<file path="config.mk">
export PLATFORM = sky130hd
export DESIGN_NAME = dashed_net_renderer
export DESIGN_NICKNAME = d
export VERILOG_FILES = /design/src/rtl/pong_video_pkg.sv /design/src/rtl/mod_phase_counter.sv /design/src/rtl/dashed_net_renderer.sv
export SDC_FILE = /design/constraint.sdc
export NUM_CORES = 1
export LEC_CHECK = 0
export CAP_MARGIN = 20
export CORE_MARGIN = 2
export CORE_UTILIZATION = 45
export CTS_CLUSTER_DIAMETER = 60
export DETAILED_ROUTE_END_ITERATION = 16
export GPL_TIMING_DRIVEN = 0
export PLACE_DENSITY = 0.75
export SETUP_SLACK_MARGIN = 0.5
export SYNTH_ARGS = -nofsm -noshare
export SYNTH_HDL_FRONTEND = slang
export SYNTH_SLANG_ARGS = --single-unit
</file>
<file path="constraint.sdc">
create_clock -name clk -period 2.05 [get_ports clk]
set_clock_uncertainty 0.05 [all_clocks]
set_input_delay 0.3075 -clock clk [delete_from_list [all_inputs] [get_ports clk]]
set_output_delay 0.3075 -clock clk [all_outputs]
set_load 0.02 [all_outputs]
</file>
<file path="src/rtl/pong_video_pkg.sv">
// pong_video_pkg: shared video geometry and net placement helpers for the game renderers.
package pong_video_pkg;
   localparam int H_VIDEO = 640;
   localparam int V_VIDEO = 480;
   localparam int COORD_W = 10;
   function automatic int line_centre(input int i, input int n, input int h);
      return ((i + 1) * h) / (n + 1);
   endfunction
endpackage

</file>
<file path="src/rtl/mod_phase_counter.sv">
// mod_phase_counter: 6-bit register kept modulo PERIOD with load, increment-wrap and +/-step-wrap.
module mod_phase_counter #(
   parameter int PERIOD = 24,
   parameter logic [5:0] INIT = 6'd18
) (
   input  logic       clk,
   input  logic       rst,
   input  logic       load,
   input  logic [5:0] load_val,
   input  logic       inc,
   input  logic       step_en,
   input  logic       step_dir,
   input  logic [3:0] step,
   output logic [5:0] value
);
   logic [6:0] up;
   logic [5:0] up_wrap, down, nxt;
   always_comb begin
      up = {1'b0, value} + {3'b0, step};
      up_wrap = up >= 7'(PERIOD) ? 6'(up - 7'(PERIOD)) : up[5:0];
      // step < PERIOD, so adding PERIOD once is enough to undo an underflow
      down = value >= {2'b0, step} ? value - {2'b0, step} : value + 6'(PERIOD) - {2'b0, step};
      nxt = load ? load_val
          : inc ? (value == 6'(PERIOD - 1) ? 6'd0 : value + 6'd1)
          : step_en ? (step_dir ? down : up_wrap)
          : value;
   end
   always_ff @(posedge clk)
      value <= rst ? INIT : nxt;
endmodule

</file>
<file path="src/rtl/dashed_net_renderer.sv">
// dashed_net_renderer: draws NUM_LINES evenly spaced dashed vertical nets with scrolling and solid override.
module dashed_net_renderer
   import pong_video_pkg::line_centre;
#(
   parameter int H_VIDEO     = 640,
   parameter int NUM_LINES   = 1,
   parameter int NET_WIDTH   = 12,
   parameter int DASH_HEIGHT = 12,
   parameter int GAP_HEIGHT  = 12,
   parameter int START_PHASE = 18
) (
   input  logic       clk,
   input  logic       rst,
   input  logic [9:0] pixel_x,
   input  logic [9:0] pixel_y,
   input  logic       video_on,
   input  logic       frame_start,
   input  logic       scroll_en,
   input  logic       scroll_dir,
   input  logic [3:0] scroll_step,
   input  logic       solid_mode,
   output logic       pixel_on,
   output logic [1:0] line_id
);
   localparam int PERIOD = DASH_HEIGHT + GAP_HEIGHT;
   logic [5:0] base_phase, row_phase;
   logic [NUM_LINES-1:0] hit;
   logic [1:0] id;
   logic row_edge, lit, on;
   assign row_edge = video_on && pixel_x == 10'd0;
   mod_phase_counter #(.PERIOD(PERIOD), .INIT(6'(START_PHASE))) u_base (
      .clk(clk), .rst(rst), .load(1'b0), .load_val(6'd0), .inc(1'b0),
      .step_en(frame_start && scroll_en), .step_dir(scroll_dir), .step(scroll_step),
      .value(base_phase)
   );
   // the row-0 load sees the register value, so a same-cycle scroll lands next frame
   mod_phase_counter #(.PERIOD(PERIOD), .INIT(6'(START_PHASE))) u_row (
      .clk(clk), .rst(rst), .load(row_edge && pixel_y == 10'd0), .load_val(base_phase),
      .inc(row_edge && pixel_y != 10'd0), .step_en(1'b0), .step_dir(1'b0), .step(4'd0),
      .value(row_phase)
   );
   for (genvar i = 0; i < NUM_LINES; i++) begin : g_col
      localparam int LO = line_centre(i, NUM_LINES, H_VIDEO) - NET_WIDTH / 2;
      localparam int HI = LO + NET_WIDTH - 1;
      assign hit[i] = int'(pixel_x) >= LO && int'(pixel_x) <= HI;
   end
   always_comb begin
      id = 2'd0;
      for (int k = NUM_LINES - 1; k >= 0; k--)
         if (hit[k]) id = 2'(k);
   end
   assign lit = solid_mode || row_phase < 6'(DASH_HEIGHT);
   assign on = video_on && lit && |hit;
   always_ff @(posedge clk) begin
      if (rst) begin
         pixel_on <= 1'b0;
         line_id <= 2'd0;
      end else begin
         pixel_on <= on;
         line_id <= on ? id : 2'd0;
      end
   end
endmodule
</file>
==> impl_metrics.ini <==
[timing]
finalSetupViolCount = 0
worst_slack_ns = 0.0123
fmax_mhz = 491
rsz0062_at_grt = true
slew_violations = 0
fin_crit_sh = 0.994
fin_crit_ns = 2.04
hold_viol = 0
hold_ws_ns = 0.305

[job]
max_cap_viol_count = 0

[placed_design]
pre_cts_ws_ns = -0.606
gp_congestion = 0.898
portBuffers = 31
dpl.hpwl_um = 3330

[final_layout]
num_antenna_cells = 0
syn_to_final_growth_pct = 53.1
layout.nets = 315
drive_above_1_share = 0.322
seqCellArea_um2 = 275
fill_cells = 264
multiInputGateArea_um2 = 1470

[worst_setup_path]
endpoint_kind = flop
cp_max_fo = 4
critPathRequiredTime_ns = 2.16
cpMaxStageDelayCell = or3_4
critPathLaunchType = flop
critPathKind = flop to flop
cp_slowest_stage_delay_ns = 0.40
cp.arrival_ns = 2.15
worstPathCellList = ha_4 -> and2b_2 -> or3_4 -> mux2_4 -> a211oi_2 -> a211oi_1
ff2ff_path_depth = 6

[cts]
cts_made_buffers = 3
clkLatencyLatePin_ns = 0.28
cts_buffer_depth = 2
path_clk_slew_ns = 0.09
h-tree-depth = 1
root_buffer = clkbuf_4
cts_tree = yes
clock_sinks = 13

[yosys]
syn_avg_cell_area_um2 = 7.59
syn-cell-area_um2 = 1590
synth.distinct_cells = 51
netlist_instances = 210
ys_top_cells_by_area = dfxtp_1, ha_1, fa_1, o21ai_0, o211ai_1
synth-edff-count = 0
synth_flop_cell = dfxtp_1
synth_top_area_frac = 0.163
synth-seq-cells = 13
synthArstFlopShare = 0
ys_seq_area_frac = 0.163
yosysWarnings = 0
synth_top_area_cell = dfxtp_1

[global_routing]
grt_max_degree = 11
grt_usage = 0.232
first_global_vias = 1716
grt_pass1_wl_um = 7620
antenna_found_initial = 0
grt-ovfl-total = 0

[floorplan]
pin_count = 34
die_w_um = 63.5
die_area_um2 = 4030
die_h_um = 63.5
start_util = 0.474
core_region_area_um2 = 3360
fp-row-count = 21

[pwr]
ir_drop_uv = 193
p_leak_nw = 1.01
power.density_nw_per_um2 = 392

[route]
firstDrtPassIters = 4
viasPerCell = 5.82
num_vias = 1803
first_iter_violations = 160
ant_nets = 0
wl_um = 4880
wire_per_inst_um = 15.7
drcViolationCount = 0

[outcome]
status = completed

[worst_hold_path]
whs_path_depth = 2
hp-class = primary input to flop
repair_timing:
action / in CTS / in global routing
hold buffers: 0 / 0
gates resized for setup: 51 / 37
pin swaps: 19 / 18
buffers inserted: 13 / 5
endpoints found under the setup margin: 13 / 11
sequential cells by signal (all words and copies together), names as in the netlist:
name / flops
u_row.value: 6
u_base.value: 6
pixel_on: 1
cells in the final DEF (no fill, tap or decap), types with 4 or more instances in the layout:
master / netlist / routed
inv_1: 15 / 12
a211oi_1: 7 / 5
dfxtp_4: 0 / 4
nand2_1: 15 / 15
buf_4: 4 / 21
xnor2_1: 4 / 4
nor2b_1: 7 / 5
fa_2: 0 / 4
a21oi_1: 12 / 9
dfxtp_1: 13 / 9
dlymetal6s2s_1: 0 / 9
nor3_1: 7 / 4
o21ai_0: 15 / 11
dlygate4sd2_1: 0 / 12
o211ai_1: 9 / 9
o21ai_1: 0 / 4
nor2_1: 17 / 15
nand3_1: 5 / 4
ha_4: 0 / 6
ha_1: 14 / 6
clkdlybuf4s50_1: 0 / 8
cells in the mapped netlist (all sizes together) (2+ instances only):
cell / instances
nand4: 3
nor3: 7
nor3b: 2
mux2: 2
a21oi: 12
nor2b: 7
fa: 5
clkbuf: 6
dfxtp: 13
nand2: 15
a22oi: 2
nor2: 17
a31oi: 3
and3: 2
nand2b: 4
or3: 3
o221ai: 2
ha: 14
o22ai: 2
nor4: 3
buf: 7
inv: 15
nand3: 5
o211ai: 9
a211oi: 8
nor4b: 2
xnor2: 4
a311oi: 4
o21ai: 15
and4: 2
per-layer routing:
layer,GRT usage,vias to the layer above,wire [µm]
met3,0.0446,12,211
met2,0.408,46,2470
met5,0,-,0
met1,0.286,864,2130
met4,0.0679,0,70
li1,-,881,-
layout make-up:
class / instances / share of cell area
inverters: 15 / 0.0251
plain buffers: 13 / 0.0420
well taps: 46 / 0.0236
repair buffers: 49 / 0.183
multi-input cells: 170 / 0.603
clock buffers: 4 / 0.0108
flip-flops and latches: 13 / 0.113
critical path: cells and delay by family, from the launching register on:
family                     cells  cell delay (ns)
AOI/OAI and AO/OA              2             0.27
DFF                            1             0.37
adders and majority gates      1             0.27
and+or+nand+nor                2             0.64
muxes                          1             0.31
logic make-up (layout without fill, tap and decap cells):
group | count (synthesis) | in the layout | share of synthesized area
and+or+nand+nor | 78 | 78 | 0.271
other | 1 | 2 | 0.00235
adders and majority gates | 19 | 19 | 0.173
xor gates and xnor gates | 4 | 4 | 0.0220
buffers and inverters | 28 | 81 | 0.0777
muxes | 3 | 3 | 0.0228
DFF | 13 | 13 | 0.163
AOI/OAI and AO/OA | 64 | 64 | 0.268
where the power goes:
part	total [mW]	switching [mW]	internal, mW
registers	0.276	0.0148	0.261
clock network	0.167	0.0917	0.0755
logic	0.513	0.262	0.251
worst paths after layout:
check / slack (ns) / to / startpoint
worst max-delay path: 0.01 / u_base.value[3]$_SDFFE_PP0P_ / u_base.value[2]$_SDFFE_PP0P_
worst min-delay path: 0.30 / pixel_on$_SDFF_PP0_ / pixel_x[6]
worst max register to register: 0.01 / u_base.value[3]$_SDFFE_PP0P_ / u_base.value[2]$_SDFFE_PP0P_
worst min register to register: 0.48 / u_row.value[1]$_SDFFE_PP1P_ / u_row.value[1]$_SDFFE_PP1P_
metrics by stage:
stage          setup TNS [ns]   util  total power, mW  instances  cell area, µm²
2_1_floorplan               0      -            0.577        211            1670
3_3_place_gp            -2.39  0.607            0.710        288            2040
3_5_place_dp            -2.47  0.607            0.715        288            2040
4_1_cts                     0  0.675            0.920        305            2270
5_1_grt               -0.0386  0.726             1.02        310            2440
6_report                    0  0.726            0.956        310            2440
No activity file was read; power rests on OpenSTA's default activity.
